**src/rtl/tia_hsync_ctrl_pkg.sv**
```systemverilog
// Shared horizontal-timing constants and the polynomial counter step.
package tia_hsync_ctrl_pkg;

  localparam int unsigned LFSR_W = 6;
  localparam int unsigned STEP_W = 6;
  localparam logic [LFSR_W-1:0] LFSR_SEED = '0;

  localparam int unsigned DEF_LINE_STEPS  = 57;
  localparam int unsigned DEF_HS_START    = 4;
  localparam int unsigned DEF_HS_END      = 8;
  localparam int unsigned DEF_CB_START    = 9;
  localparam int unsigned DEF_CB_END      = 13;
  localparam int unsigned DEF_HB_END      = 16;
  localparam int unsigned DEF_LATE_HB_END = 18;

  typedef enum logic [1:0] {
    PH0 = 2'd0,
    PH1 = 2'd1,
    PH2 = 2'd2,
    PH3 = 2'd3
  } phase_t;

  // Shift right, feeding the XNOR of the two low bits into the top.
  function automatic logic [LFSR_W-1:0] lfsr_next(input logic [LFSR_W-1:0] v);
    return {~(v[0] ^ v[1]), v[LFSR_W-1:1]};
  endfunction

endpackage

```
**src/rtl/tia_hpoly_counter.sv**
```systemverilog
// 6-bit polynomial horizontal counter with a parallel step index.
module tia_hpoly_counter
  import tia_hsync_ctrl_pkg::*;
#(
  parameter int unsigned LINE_STEPS = DEF_LINE_STEPS
) (
  input  logic              clk,
  input  logic              rl,
  input  logic              adv,
  input  logic              clr,
  output logic [STEP_W-1:0] step,
  output logic [LFSR_W-1:0] lfsr
);

  localparam logic [STEP_W-1:0] LAST_STEP = STEP_W'(LINE_STEPS - 1);

  // Force-to-zero wins over advance; the line wraps back to the seed.
  always_ff @(posedge clk or negedge rl) begin
    if (!rl) begin
      step <= '0;
      lfsr <= LFSR_SEED;
    end else if (clr) begin
      step <= '0;
      lfsr <= LFSR_SEED;
    end else if (adv) begin
      if (step == LAST_STEP) begin
        step <= '0;
        lfsr <= LFSR_SEED;
      end else begin
        step <= step + STEP_W'(1);
        lfsr <= lfsr_next(lfsr);
      end
    end
  end

endmodule

```
**src/rtl/tia_hsync_ctrl.sv**
```systemverilog
// Horizontal-timing sequencer: phase divider, counter, decodes, late blank, RDY.
module tia_hsync_ctrl
  import tia_hsync_ctrl_pkg::*;
#(
  parameter int unsigned LINE_STEPS  = DEF_LINE_STEPS,
  parameter int unsigned HS_START    = DEF_HS_START,
  parameter int unsigned HS_END      = DEF_HS_END,
  parameter int unsigned CB_START    = DEF_CB_START,
  parameter int unsigned CB_END      = DEF_CB_END,
  parameter int unsigned HB_END      = DEF_HB_END,
  parameter int unsigned LATE_HB_END = DEF_LATE_HB_END
) (
  input  logic              clk,
  input  logic              rl,
  input  logic              rsync,
  input  logic              wsync,
  input  logic              hmove,
  output logic              phi1,
  output logic              phi2,
  output logic [LFSR_W-1:0] hcount,
  output logic              hsync,
  output logic              hblank,
  output logic              cburst,
  output logic              line_start,
  output logic              rdy
);

  localparam logic [STEP_W-1:0] LAST_STEP = STEP_W'(LINE_STEPS - 1);
  localparam logic [STEP_W-1:0] HS_S      = STEP_W'(HS_START);
  localparam logic [STEP_W-1:0] HS_E      = STEP_W'(HS_END);
  localparam logic [STEP_W-1:0] CB_S      = STEP_W'(CB_START);
  localparam logic [STEP_W-1:0] CB_E      = STEP_W'(CB_END);
  localparam logic [STEP_W-1:0] HB_E      = STEP_W'(HB_END);
  localparam logic [STEP_W-1:0] LHB_E     = STEP_W'(LATE_HB_END);
  localparam logic [STEP_W-1:0] LHB_PRE   = STEP_W'(LATE_HB_END - 1);

  phase_t            phase, phase_nxt;
  logic [STEP_W-1:0] step;
  logic              adv;
  logic              enter_line;
  logic              enter_late_end;
  logic              late;

  // Phase sequence 0-1-2-3-0.
  always_comb begin
    phase_nxt = PH0;
    case (phase)
      PH0: phase_nxt = PH1;
      PH1: phase_nxt = PH2;
      PH2: phase_nxt = PH3;
      PH3: phase_nxt = PH0;
      default: phase_nxt = PH0;
    endcase
  end

  // Phase register; rsync restarts the step at phase 0.
  always_ff @(posedge clk or negedge rl) begin
    if (!rl) begin
      phase <= PH0;
    end else if (rsync) begin
      phase <= PH0;
    end else begin
      phase <= phase_nxt;
    end
  end

  assign adv            = (phase == PH3);
  assign enter_line     = rsync | (adv & (step == LAST_STEP));
  assign enter_late_end = ~rsync & adv & (step == LHB_PRE);

  tia_hpoly_counter #(
    .LINE_STEPS(LINE_STEPS)
  ) u_cnt (
    .clk  (clk),
    .rl   (rl),
    .adv  (adv),
    .clr  (rsync),
    .step (step),
    .lfsr (hcount)
  );

  // Late-blank flag: hmove sets it, entering the late end step clears it.
  always_ff @(posedge clk or negedge rl) begin
    if (!rl) begin
      late <= 1'b0;
    end else if (hmove) begin
      late <= 1'b1;
    end else if (enter_late_end) begin
      late <= 1'b0;
    end
  end

  // CPU ready: wsync stalls, the next line start releases.
  always_ff @(posedge clk or negedge rl) begin
    if (!rl) begin
      rdy <= 1'b1;
    end else if (wsync) begin
      rdy <= 1'b0;
    end else if (enter_line) begin
      rdy <= 1'b1;
    end
  end

  assign phi1       = (phase == PH0);
  assign phi2       = (phase == PH2);
  assign hsync      = (step >= HS_S) && (step < HS_E);
  assign cburst     = (step >= CB_S) && (step < CB_E);
  assign hblank     = (step < HB_E) || (late && (step < LHB_E));
  assign line_start = (step == '0) && (phase == PH0);

endmodule

```
**config.mk**
```make
export PLATFORM = sky130hd
export DESIGN_NAME = tia_hsync_ctrl
export DESIGN_NICKNAME = d
export VERILOG_FILES = /design/src/rtl/tia_hsync_ctrl_pkg.sv /design/src/rtl/tia_hpoly_counter.sv /design/src/rtl/tia_hsync_ctrl.sv
export SDC_FILE = /design/constraint.sdc
export NUM_CORES = 1
export LEC_CHECK = 0
export ABC_AREA = 1
export BUFFER_PORTS_ARGS = -buffer_cell sky130_fd_sc_hd__buf_2
export CAP_MARGIN = 20
export CORE_UTILIZATION = 55
export DETAILED_ROUTE_END_ITERATION = 16
export PLACE_DENSITY = 0.8
export RECOVER_POWER = 25
export SYNTH_ARGS = -nofsm -noshare
export SYNTH_HDL_FRONTEND = slang
export SYNTH_SLANG_ARGS = --single-unit
```
**constraint.sdc**
```tcl
create_clock -name clk -period 2.75 [get_ports clk]
set_input_delay 0.275 -clock clk [delete_from_list [all_inputs] [get_ports clk]]
set_output_delay 0.275 -clock clk [all_outputs]
set_load 0.005 [all_outputs]
```
# Word-level counts from Yosys, hierarchy flattened
# Index checks and enable logic that the tools add are counted.
op_classes:
  addsub: 1
  magnitude_cmp: 6
  n_eq_ne: 5
  mux: 12
  n_bitwise: 7
  reduce_logical: 10
op_table:
  columns: ["operator", "count"]
  rows:
  - ["$mux W6", 6]
  - ["$lt A6 B4 Y1 const B", 2]
  - ["$lt A6 B5 Y1 const B", 2]
  - ["$pmux W2 S4", 1]
  - ["$add A6 B1 Y6 const B", 1]
  - ["$eq A6 B5 Y1 const B", 1]
  - ["$eq A6 B6 Y1 const B", 1]
  - ["$ge A6 B3 Y1 const B", 1]
  - ["$ge A6 B4 Y1 const B", 1]
  - ["$logic_not A6 Y1", 1]
  - ["$reduce_bool A2 Y1", 3]
  - ["$eq A2 B2 Y1 const B", 2]
  - ["$logic_and A1 B1 Y1", 4]
  - ["$mux W1", 4]
  - ["$and A1 B1 Y1", 3]
  - ["$eq A2 B1 Y1 const B", 1]
  - ["$logic_not A2 Y1", 1]
  - ["$mux W2", 1]
  - ["$not A1 Y1", 2]
  - ["$logic_or A1 B1 Y1", 1]
  - ["$or A1 B1 Y1", 1]
  - ["$xor A1 B1 Y1", 1]
word_totals:
  register_bits: 16
  inputBits: 5
  output_inout_bits: 13
  wordCells: 46

# Logic depth before layout (Yosys ltp)
# Gate-level depths: netlist (run 1).
depth:
  word_depth: 5
  mapped_depth: 8
  depth_no_buf: 7

# Cells and area by module
# From an unflattened synthesis (run 1), not the netlist that was laid out.
hier_totals:
  hier_cells: 126
  area_unflattened_um2: 955.9
modules_own_cells:
  columns: ["module", "n_inst", "cells_per_inst", "area_each_um2", "seq_area_each_um2"]
  rows:
  - ["tia_hpoly_counter", 1, 79, 643.1, 300.3]
  - ["tia_hsync_ctrl", 1, 47, 312.8, 101.3]

# Least setup slack after synthesis (run 1)
# OpenSTA, ideal clock, no wires.
synth_timing:
  path_type: "reg2reg"
  start: "register u_cnt.step[1]"
  end: "register u_cnt.step[0]"
  setup_time_ns: 0.127
  arrival_ns: 1.134
  t_required_ns: 2.623
  path_slack_ns: 1.489
  stages_incl_launch_ff: 9
  n_path_buf: 1
  synth_period_minus_slack_ns: 1.261
  cell_sequence: "dfrtp_1 > inv_1 > ha_1 > nand3_1 > nor2_2 > nor2_2 > buf_6 > nand2_1 > o21ai_0"
synth_via:
  elab_chain_len: 4
synth_lines:
  columns: ["item", "line_no", "text"]
  rows:
  - ["from (decl)", "tia_hpoly_counter.sv:11", "output logic [STEP_W-1:0] step,"]
  - ["from (signal assigned)", "tia_hpoly_counter.sv:30", "step <= step + STEP_W'(1);"]
  - ["$eq A6 B6 Y1", "tia_hpoly_counter.sv:26", "if (step == LAST_STEP) begin"]
  - ["$mux W6", "tia_hpoly_counter.sv:26", null]
  - ["$mux W6", "tia_hpoly_counter.sv:25", "end else if (adv) begin"]
  - ["$mux W6", "tia_hpoly_counter.sv:22", "end else if (clr) begin"]
# Every way passes these cells. The select of a mux whose other input is x is not followed.
# A chain may end at the register's enable or synchronous reset.

# Worst setup path after layout (run 1)
layout_timing:
  start: "register u_cnt.step[1]"
  end: "output cburst"
layout_via:
  elab_chain_len: 2
  elab_cells_between_ends: 3
  classes_between: "2 x order compare; 1 x reduce/logical"
layout_lines:
  columns: ["item", "line_no", "text"]
  rows:
  - ["$ge A6 B4 Y1 or $lt A6 B4 Y1 (tied branches)", "tia_hsync_ctrl.sv:107", "assign cburst = (step >= CB_S) && (step < CB_E);"]
  - ["$logic_and A1 B1 Y1 (*)", "tia_hsync_ctrl.sv:107", null]
  - ["to (decl)", "tia_hsync_ctrl.sv:23", "output logic cburst,"]
# Every way passes the cells marked *; elsewhere a longest branch is shown, timed or not.

==> impl_results.md, run 1 <==
- Lkg Pwr: 0.563 nW
- Netlist cell types: 20
- Leading cell type in the layout, fill and taps excluded: nand2_1
- Fillers: 125
- RePlAce Congestion: 0.853
- Max-cap violation count: 0
- RSZ-0062 raised after global routing: no
- IO Port Bufs: 17
- Setup_tns: 0 ns
- Area Growth Syn to Fin: 14.2%
- ANT nets after route: 0
- Yosys reg bits: 16
- Cells after synthesis: 110
- Initial Utilization: 59.6%
- Final std cells w/o fill: 146
- WL/cell: 11.4 um
- Row count: 14
- Sequential power share: 49.0%
- Setup crit end: cburst
- Reg clk slew, reported paths: 0.10 ns
- CP Data Arrival Time: 1.47 ns
- Clock skew: 0.00290 ns
- Die height: 42.4 um
- GRT Overall Usage: 21.5%
- Met3 Usage GRT: 2.59%
- Kind of end point of the critical path: output pin
- R2R setup slack: 1.23 ns
- Avg Inst Size Synth: 8.16 um2
- CTS tree: yes
- CP Data Required Time: 2.48 ns
- Antenna violations before repair: 0
- DR DRC count: 0
- Placeable core area: 0.00151 mm2
- Post-route minimum period: 1.74 ns
- Clock latency on the worst-skew pair: 0.29 ns
- Crit Path Max Fanout: 5
- Pwr/cell area: 524 mW/mm2
- Clock power share: 29.5%
- Worst slew pin tran: 0.847 ns
- Gate power share: 21.5%
- IO Count: 18
- Hold WC Path Type: in2reg
- Post-placement cell count: 141
- Slew Limit Fails: 0
- Crit Path Class: reg2out
- Peak VDD IR: 0.000370 V
- Clk buf depth: 2
- Clock Sinks: 16
- Synth Net Count: 122
- Worst setup SP type: register
- Final nets: 143
- CP Launch Point: u_cnt.step[1]$_DFFE_PN0P_
- GR Util met2: 30.5%
- Tot Pwr: 0.000537 W
- Final Hold Viols: 0
- Num CTS Buffers: 3
- Overflow after GRT: 0
- Clk root buf: clkbuf_4
- Pint: 0.000379 W
- R2r endpoint: u_cnt.step[3]$_DFFE_PN0P_
- Reg2Reg Depth: 7
- First-pass GRT wire length: 2880 um
- Status: complete, no violations
- Synthesized area: 897 um2
- GRT busiest layer: met1
- M1 GR Usage: 31.4%
- Syn. warnings: 0
- Chip width: 42.4 um
- Sequential fraction of the synthesis area: 44.8%
- Sw frac: 29.3%
- Tcrit/Tclk final: 63.4%
- Vias in the first global route: 669
- Largest net degree at the start of global routing: 17
- # setup viols final: 0
- HPWL Detailed: 1220 um
- Cts repair resizes: 0
- Die area: 0.00180 mm2
- Relative slew slack: 43.5%
- Antenna Cells: 0
- Layout cells sized above 1: 23.1%
- 1st-pass router iterations: 4
- Max Fclk: 574 MHz
- P_sw: 0.000157 W
- 1st-iter DRT viols: 19
- Htree depth: 1
- Most frequent cells in the layout: nand2_1 (36), buf_2 (16), dfrtp_1 (15)
- WL final: 1670 um
- Detailed-route via count: 748
- Vias per cell: 5.12
- R2r startpoint: u_cnt.step[0]$_DFFE_PN0P_
==> registers in the layout, indices dropped and copies added (netlist names) <==
register and cells:
late 1, u_cnt.lfsr 6, rdy 1, u_cnt.step 6
phase 2
==> cell type report <==
cell class	instances	area [um2]	share of cell area, %
multi-input combinational	78	420	41.0
inverter	14	52.6	5.13
tap	16	20.0	1.95
clock buffer	4	36.3	3.54
timing repair buffer	18	93.8	9.16
sequential	16	402	39.2
==> Yosys cell counts, drive strengths merged <==
master,number,share of area (%)
xor2,1,0.98
dfrtp,15,42
buf,2,2.5
nor2,13,7.7
nor3,2,1.1
nand2,37,16
dfstp,1,2.9
a21oi,1,0.56
o21ai,7,3.9
xnor2,1,0.98
nand4,3,2.1
inv,14,5.9
ha,7,9.8
nand3,5,3.3
nor4,1,0.70
==> repair_timing <==
item                                   CTS  global route
buffers inserted                         0             0
endpoints found under the hold margin   15             0
hold buffers                             1             0
==> worst min path at each step <==
stage | start | cells after the start | to
2_1_floorplan | rl | 0 | late$_DFFE_PN0P_
3_3_place_gp | rl | 1 | u_cnt.lfsr[1]$_DFFE_PN0P_
3_5_place_dp | rl | 1 | u_cnt.lfsr[1]$_DFFE_PN0P_
4_1_cts | wsync | 2 | rdy$_DFFE_PN1P_
5_1_grt | wsync | 2 | rdy$_DFFE_PN1P_
6_report | wsync | 2 | rdy$_DFFE_PN1P_
==> critical path: stages (launching register included) <==
cell,delay (ns)
dfrtp_1,0.43
inv_1,0.16
ha_1,0.19
nor2_1,0.05
nor4_1,0.21
buf_2,0.15
==> metal layers <==
layer,vias up,share of wire [%]
met5,-,0
met4,0,2.6
met3,9,3.0
met2,20,45
met1,336,50
li1,383,-
==> power by group through the flow <==
stage / registers [W] / clock network, W / logic [W]
2_1_floorplan: 0.000265 / 0 / 0.0000757
3_3_place_gp: 0.000267 / 0 / 0.000112
6_report: 0.000263 / 0.000158 / 0.000115
3_5_place_dp: 0.000268 / 0 / 0.000114
4_1_cts: 0.000263 / 0.000159 / 0.000116
5_1_grt: 0.000265 / 0.000166 / 0.000131
==> stage by stage <==
step           cell area [um2]  worst slack (ns)  hold WS [ns]  util [%]
6_report                  1020              1.01        0.0886      68.0
4_1_cts                   1030              1.03        0.0900      68.1
3_5_place_dp               980              1.26         0.204      65.0
2_1_floorplan              897              1.49       -0.0206         -
5_1_grt                   1020             0.891        0.0807      68.0
3_3_place_gp               980              1.34         0.203      65.0
==> cells by family after synthesis <==
logic type	Yosys count	share of synthesized area, %
compound gates	8	4.46
xor+xnor	2	1.95
fa+ha+maj	7	9.76
buf+inv	16	8.37
flops	16	44.8
simple gates	61	30.7
No activity file was read; power rests on OpenSTA's default activity.
==> inputs of run 2 (changes only) <==
--- a/config.mk
+++ b/config.mk
@@ -5,12 +5,12 @@
 export SDC_FILE = /design/constraint.sdc
 export NUM_CORES = 1
 export LEC_CHECK = 0
-export ABC_AREA = 1
+export ABC_AREA = 0
 export BUFFER_PORTS_ARGS = -buffer_cell sky130_fd_sc_hd__buf_2
 export CAP_MARGIN = 20
-export CORE_UTILIZATION = 55
+export CORE_UTILIZATION = 48
 export DETAILED_ROUTE_END_ITERATION = 16
-export PLACE_DENSITY = 0.8
+export PLACE_DENSITY = 0.73
 export RECOVER_POWER = 25
 export SYNTH_ARGS = -nofsm -noshare
 export SYNTH_HDL_FRONTEND = slang
==> constraint.sdc (replaced) <==
create_clock -name clk -period 1.5 [get_ports clk]
set_input_delay 0.15 -clock clk [delete_from_list [all_inputs] [get_ports clk]]
set_output_delay 0.15 -clock clk [all_outputs]
set_load 0.005 [all_outputs]
==> run 2 against run 1 <==
Effect of this change:
- flip-flop and latch count is the same
- synthesized area grew 7.0%
- design area grew 17%
- via count grew 12%
- critical endpoint unchanged
==> impl_results.md, run 2 <==
- IO Count: 18 (unchanged)
- Share of async-settable or async-resettable flops after synthesis: 100% (unchanged)
- Slew Limit Fails: 0 (unchanged)
- Antenna Cells: 0 (unchanged)
- DR DRC count: 0 (unchanged)
- CP Data Arrival Time: 1.33 ns (was 1.47 ns)
- 1st-iter DRT viols: 19 (unchanged)
- Synth Area in Simple Gates: 24.5% (was 30.7%)
- Num CTS Buffers: 3 (unchanged)
- # setup viols final: 0 (unchanged)
- Commonest cells post-synth: dfrtp_1 (15), nor2_1 (10), ha_1 (7) (was nand2_1 (36), dfrtp_1 (15), inv_1 (11))
- Area Growth Syn to Fin: 25.3% (was 14.2%)
- Detailed-route via count: 839 (was 748)
- Vias per cell: 5.71 (was 5.12)
- CP Data Required Time: 1.35 ns (was 2.48 ns)
- Die area: 0.00218 mm2 (was 0.00180 mm2)
- Syn. warnings: 0 (unchanged)
- Netlist cell types: 42 (was 20)
- Max-cap violation count: 0 (unchanged)
- Htree depth: 1 (unchanged)
- Most frequent cells in the layout: buf_2 (16), dfrtp_1 (13), nor2_1 (8) (was nand2_1 (36), buf_2 (16), dfrtp_1 (15))
- RSZ-0062 raised after global routing: yes (was no)
- Pwr/cell area: 926 mW/mm2 (was 524 mW/mm2)
- Largest family of logic cells by synthesized area: simple AND/OR/NAND/NOR gates (unchanged)
- Final nets: 135 (was 143)
- Final std cells w/o fill: 147 (was 146)
- GRT Overall Usage: 21.3% (was 21.5%)
- Reg clk slew, reported paths: 0.09 ns (was 0.10 ns)
- Synth area leader: dfrtp_1 (unchanged)
- Synthesized area: 960 um2 (was 897 um2)
- Layout cells sized above 1: 38.5% (was 23.1%)
- Synth Net Count: 111 (was 122)
- Crit Path Max Fanout: 4 (was 5)
- Yosys reg bits: 16 (unchanged)
- Initial Utilization: 53.3% (was 59.6%)
- Avg Inst Size Synth: 9.69 um2 (was 8.16 um2)
- Final Hold Viols: 0 (unchanged)
- Hold WC Path Type: in2reg (unchanged)
- Dominant cells by area after synthesis: dfrtp_1 (39%), ha_1 (9.1%), nand2b_1 (3.9%) (was dfrtp_1 (42%), nand2_1 (15%), ha_1 (9.8%))
- RePlAce Congestion: 0.808 (was 0.853)
- Post-route minimum period: 1.48 ns
- Peak VDD IR: 0.000641 V (was 0.000370 V)
- Relative slew slack: 44.6% (was 43.5%)
- Synth Area in Adders: 9.13% (was 9.76%)
- WL final: 2200 um (was 1670 um)
- Largest net degree at the start of global routing: 22 (was 17)
- Synth Area in XOR/XNOR: 0.913% (was 1.95%)
- Clk root buf: clkbuf_4 (unchanged)
- WL/cell: 15.0 um (was 11.4 um)
- Die height: 46.7 um (was 42.4 um)
- Synth Area in Compound Gates: 14.0% (was 4.46%)
- Most used flip-flop cell after synthesis: dfrtp_1 (unchanged)
- Tot Pwr: 0.00111 W (was 0.000537 W)
- Sequential fraction of the synthesis area: 41.9% (was 44.8%)
- Clock latency on the worst-skew pair: 0.29 ns (about the same)
- Max Fclk: 677 MHz
- Chip width: 46.7 um (was 42.4 um)
- Worst setup SP type: register (unchanged)
- Antenna violations before repair: 0 (unchanged)
- Clk buf depth: 2 (unchanged)
- Overflow after GRT: 0 (unchanged)
- Top-count cell post-synth: dfrtp_1 (was nand2_1)
- HPWL Detailed: 1390 um (was 1220 um)
- Vias in the first global route: 740 (was 669)
- 1st-pass router iterations: 4 (unchanged)
- Status: complete, no violations (unchanged)
- Proportion of netlist area held by the largest area contributor: 39.1% (was 41.8%)
- Leading cell type in the layout, fill and taps excluded: buf_2 (was nand2_1)
- Worst hold margin: 0.0329 ns (was 0.0886 ns)
- Post-placement cell count: 137 (was 141)
- Crit Path Class: reg2out (unchanged)
- Tcrit/Tclk final: 98.5%
- First-pass GRT wire length: 3250 um (was 2880 um)
- Lkg Pwr: 0.548 nW (was 0.563 nW)
- Clock skew: 0.00434 ns (was 0.00290 ns)
- Clock Sinks: 16 (unchanged)
- Cells after synthesis: 99 (was 110)
- Largest regs: u_cnt.lfsr x6, u_cnt.step x6, phase x2 (unchanged)
- Worst slew pin tran: 0.831 ns (was 0.847 ns)
- CTS tree: yes (unchanged)
- IO Port Bufs: 17 (unchanged)
- Row count: 15 (was 14)
- Mux contribution to synthesized area: 2.22% (was 0%)
- Post-synth EDFFs: 0 (unchanged)
- Kind of end point of the critical path: output pin (unchanged)
- Placeable core area: 0.00180 mm2 (was 0.00151 mm2)
- ANT nets after route: 0 (unchanged)
==> run 2: logic make-up after synthesis <==
family | Yosys count
xor gates and xnor gates | 1
and+or+nand+nor | 41
muxes | 2
DFF | 16
AOI/OAI and AO/OA | 18
buffers and inverters | 14
adders and majority gates | 7
==> run 2: worst paths after layout <==
| path | cells past startpoint | endpoint | slack (ns) | start |
|---|---|---|---|---|
| setup / recovery | 6 | cburst | 0.02 | u_cnt.step[1]$_DFFE_PN0P_ |
| hold / removal | 2 | late$_DFFE_PN0P_ | 0.03 | hmove |
| setup reg to reg | 5 | u_cnt.step[0]$_DFFE_PN0P_ | 0.04 | u_cnt.step[1]$_DFFE_PN0P_ |
| hold reg to reg | 1 | late$_DFFE_PN0P_ | 0.49 | late$_DFFE_PN0P_ |
| max in group asynchronous | 2 | u_cnt.step[2]$_DFFE_PN0P_ | 0.47 | rl |
| min in group asynchronous | 2 | late$_DFFE_PN0P_ | 0.47 | rl |
==> run 2: report_power, final <==
part | leakage [nW] | switching [W] | internal (W) | total (W)
logic | 0.318 | 0.000173 | 0.000156 | 0.000329
clock network | 0.0210 | 0.000133 | 0.000148 | 0.000281
registers | 0.208 | 0.0000358 | 0.000468 | 0.000504
total | 0.548 | 0.000342 | 0.000772 | 0.00111
==> run 2: area by class of cell <==
type,count,area [um2]
tap,25,31.3
multi-input combinational,69,531
timing repair buffer,27,178
clock buffer,4,36.3
fill,141,599
inverter,6,22.5
sequential,16,404
==> run 2: what timing repair did <==
| item | in CTS | in global routing |
|---|---|---|
| hold buffers | 1 | 0 |
| endpoints found under the hold margin | 15 | 0 |
| resized for setup | 4 | 9 |
| endpoints found under the setup margin | 4 | 6 |
| buffers inserted | 2 | 3 |
==> run 2: through the flow <==
step | cell area, um2 | setup WS (ns) | TNS (ns) | util (%)
3_3_place_gp | 1060 | 0.0902 | 0 | 58.7
2_1_floorplan | 960 | 0.141 | 0 | -
6_report | 1200 | 0.0220 | 0 | 66.7
5_1_grt | 1200 | -0.0715 | -0.119 | 66.7
4_1_cts | 1130 | 0.0144 | 0 | 63.0
3_5_place_dp | 1060 | 0.0206 | 0 | 58.7
==> run 2: routing by layer <==
layer | GRT usage, % | vias to the layer above | part of all wire [%]
li1 | - | 400 | -
met1 | 28.6 | 404 | 44
met5 | 0 | - | 0
met3 | 8.24 | 6 | 5.1
met4 | 10.3 | 0 | 1.5
met2 | 30.0 | 29 | 49
==> run 2: critical path, stage by stage, from the launching register on <==
cell      delay, ns
dfrtp_1        0.43
inv_2          0.11
ha_4           0.15
nor2_4         0.03
nand2_1        0.05
o2111a_1       0.17
buf_2          0.11
==> inputs of run 3 (changes only) <==
--- a/config.mk
+++ b/config.mk
@@ -5,10 +5,11 @@
 export SDC_FILE = /design/constraint.sdc
 export NUM_CORES = 1
 export LEC_CHECK = 0
-export ABC_AREA = 0
+export ABC_AREA = 1
 export BUFFER_PORTS_ARGS = -buffer_cell sky130_fd_sc_hd__buf_2
 export CAP_MARGIN = 20
-export CORE_UTILIZATION = 48
+export CORE_UTILIZATION = 47
+export CTS_CLUSTER_SIZE = 12
 export DETAILED_ROUTE_END_ITERATION = 16
 export PLACE_DENSITY = 0.73
 export RECOVER_POWER = 25
==> run 3 against run 2 <==
Effect of this change:
- the run now ends with negative setup slack left
- sequential share of layout area is 1.5 points higher
- first-iteration DRC count is 68% lower
- clock skew is 0.00093 ns higher
- via count is 0.83% lower
- count of clock-buffer cells in the layout stayed put
- flip-flop and latch count stayed put
- combinational power is 22% lower
- critical path depth stayed put
- setup slack worse by 0.14 ns
- largest power group unchanged
==> impl_results.md, run 3 (synthesis gave the netlist of run 1 again) <==
- Reg2Reg Depth: 9 (was 5)
- Status: finished, violations left (was complete, no violations)
- DR DRC count: 0 (unchanged)
- Placed inst area: 0.00101 mm2 (was 0.00106 mm2)
- Antenna violations before repair: 0 (unchanged)
- Tcrit/Tclk final: 108% (was 98.5%)
- Peak VDD IR: 0.000680 V (was 0.000641 V)
- RePlAce Congestion: 0.881 (was 0.808)
- Lkg Pwr: 0.611 nW (was 0.548 nW)
- Kind of end point of the critical path: output pin (unchanged)
- Worst path bufs/invs: 3 (was 2)
- Max incr delay on CP: 0.41 ns (was 0.43 ns)
- Largest net degree at the start of global routing: 17 (was 22)
- IO Port Bufs: 17 (unchanged)
- GRT Overall Usage: 20.6% (was 21.3%)
- Worst path slowest cell: dfrtp_1 (unchanged)
- Failing checks: negative setup slack
- Critical path depth: 6 (unchanged)
- 1st-iter DRT viols: 6 (was 19)
- Setup_tns: -0.120 ns (was 0 ns)
- Row count: 15 (unchanged)
- Setup crit end: cburst (unchanged)
- Pwr/cell area: 894 mW/mm2 (was 926 mW/mm2)
- R2r endpoint: u_cnt.step[0]$_DFFE_PN0P_ (unchanged)
- Max Fclk: 620 MHz (was 677 MHz)
- Relative slew slack: 40.5% (was 44.6%)
- Chip width: 45.7 um (was 46.7 um)
- Overflow after GRT: 0 (unchanged)
- First-pass GRT wire length: 3060 um (was 3250 um)
- ANT nets after route: 0 (unchanged)
- Clock latency on the worst-skew pair: 0.29 ns (about the same)
- Final non-filler cell area: 0.00115 mm2 (was 0.00120 mm2)
- Detailed-route via count: 832 (was 839)
- Slew Limit Fails: 0 (unchanged)
- IO Count: 18 (unchanged)
- Largest regs: u_cnt.lfsr x6, u_cnt.step x6, phase x2 (unchanged)
- 1st-pass router iterations: 4 (unchanged)
- Final Hold Viols: 0 (unchanged)
- Clock Sinks: 16 (unchanged)
- Vias in the first global route: 739 (was 740)
- Antenna Cells: 0 (unchanged)
- Layout cells sized above 1: 33.8% (was 38.5%)
- Crit Path Max Fanout: 3 (was 4)
- Fillers: 172 (was 141)
- RSZ-0062 raised after global routing: yes (unchanged)
- Worst slew pin tran: 0.893 ns (was 0.831 ns)
- Num CTS Buffers: 3 (unchanged)
- Clk root buf: clkbuf_4 (unchanged)
- Crit Path Class: reg2out (unchanged)
- Initial Utilization: 50.9% (was 53.3%)
- Most frequent cells in the layout: nand2_1 (35), buf_2 (16), dfrtp_1 (13) (was buf_2 (16), dfrtp_1 (13), nor2_1 (8))
- Worst setup SP type: register (unchanged)
- Die area: 0.00209 mm2 (was 0.00218 mm2)
- CTS tree: yes (unchanged)
- Worst path cell trace: inv_2 -> buf_6 -> ha_4 -> nor2_1 -> nor4_2 -> buf_2 (was inv_2 -> ha_4 -> nor2_4 -> nand2_1 -> o2111a_1 -> buf_2)
- Clock skew: 0.00526 ns (was 0.00434 ns)
- Die height: 45.7 um (was 46.7 um)
- Reg clk slew, reported paths: 0.10 ns (was 0.09 ns)
- # setup viols final: 2 (was 0)
- WL final: 2020 um (was 2200 um)
- R2R setup slack: 0.02 ns (was 0.04 ns)
- CP Launch Point: u_cnt.step[1]$_DFFE_PN0P_ (unchanged)
- Area Growth Syn to Fin: 28.3% (was 25.3%)
- Register cell area after layout: 404 um2 (unchanged)
- Vias per cell: 5.07 (was 5.71)
- Leading cell type in the layout, fill and taps excluded: nand2_1 (was buf_2)
- Placeable core area: 0.00176 mm2 (was 0.00180 mm2)
- Hold Crit Depth: 3 (was 2)
- CP delay by family, top: flip-flops (unchanged)
- Post-route minimum period: 1.61 ns (was 1.48 ns)
- HPWL Detailed: 1220 um (was 1390 um)
- Max-cap violation count: 0 (unchanged)
- Htree depth: 1 (unchanged)
- Hold WC Path Type: in2reg (unchanged)
- Worst hold margin: 0.0285 ns (was 0.0329 ns)
- Clk buf depth: 2 (unchanged)
- Worst Setup Slack, final: -0.114 ns (was 0.0220 ns)
- CP Data Required Time: 1.35 ns (about the same)
- Area of the multi-input gates: 459 um2 (was 531 um2)
- R2r startpoint: u_cnt.step[1]$_DFFE_PN0P_ (unchanged)
- WL/cell: 12.3 um (was 15.0 um)
- CP Data Arrival Time: 1.46 ns (was 1.33 ns)
- Final nets: 152 (was 135)
[run 3: metrics by stage]
stage / utilization, % / worst slack, ns / total power (W) / instances
after detailed placement: 57.0 / 0.0973 / 0.000706 / 152
after global routing: 65.2 / -0.158 / 0.00107 / 164
final: 65.2 / -0.114 / 0.00103 / 164
after global placement: 57.0 / 0.152 / 0.000698 / 152
after floorplan: - / 0.239 / 0.000625 / 110
after CTS: 63.8 / -0.0892 / 0.00102 / 162
[run 3: how the worst min path moves through the flow]
stage / slack (ns) / end / start
2_1_floorplan: -0.15 / late$_DFFE_PN0P_ / rl
3_3_place_gp: 0.08 / late$_DFFE_PN0P_ / rl
3_5_place_dp: 0.08 / u_cnt.step[0]$_DFFE_PN0P_ / rl
4_1_cts: 0.03 / late$_DFFE_PN0P_ / hmove
5_1_grt: 0.03 / late$_DFFE_PN0P_ / hmove
6_report: 0.03 / late$_DFFE_PN0P_ / hmove
[run 3: final cells by class]
type,count,area share [%]
multi-input cells,78,39.9
flip-flops and latches,16,35.1
repair buffers,27,14.6
inverters,14,4.57
clock buffers,4,3.15
well taps,25,2.72
[run 3: power breakdown]
group | internal, W | switching (W) | total, W
clock network | 0.000148 | 0.000147 | 0.000295
registers | 0.000460 | 0.0000193 | 0.000479
logic | 0.000108 | 0.000148 | 0.000256
[run 3: metal layers]
layer | wire length (um) | GRT usage, % | up-vias
met5 | 0 | 0 | -
met4 | 48 | 12.4 | 0
met3 | 112 | 4.37 | 7
met2 | 982 | 32.9 | 37
met1 | 876 | 25.6 | 387
li1 | - | - | 401
[run 3: what timing repair did]
item / CTS / global route
endpoints found under the setup margin: 2 / 13
hold endpoints to repair: 16 / 0
pin swaps: 2 / 1
gates resized for setup: 8 / 4
setup buffers: 4 / 2
hold buffers: 2 / 0
[run 3: worst register-to-register path, stage by stage (launching register included)]
cell     delay (ns)
dfrtp_1        0.41
inv_2          0.07
buf_4          0.10
ha_1           0.17
nand3_1        0.11
nor2_2         0.14
nor2_2         0.05
buf_4          0.17
nand2_1        0.06
o21ai_0        0.09
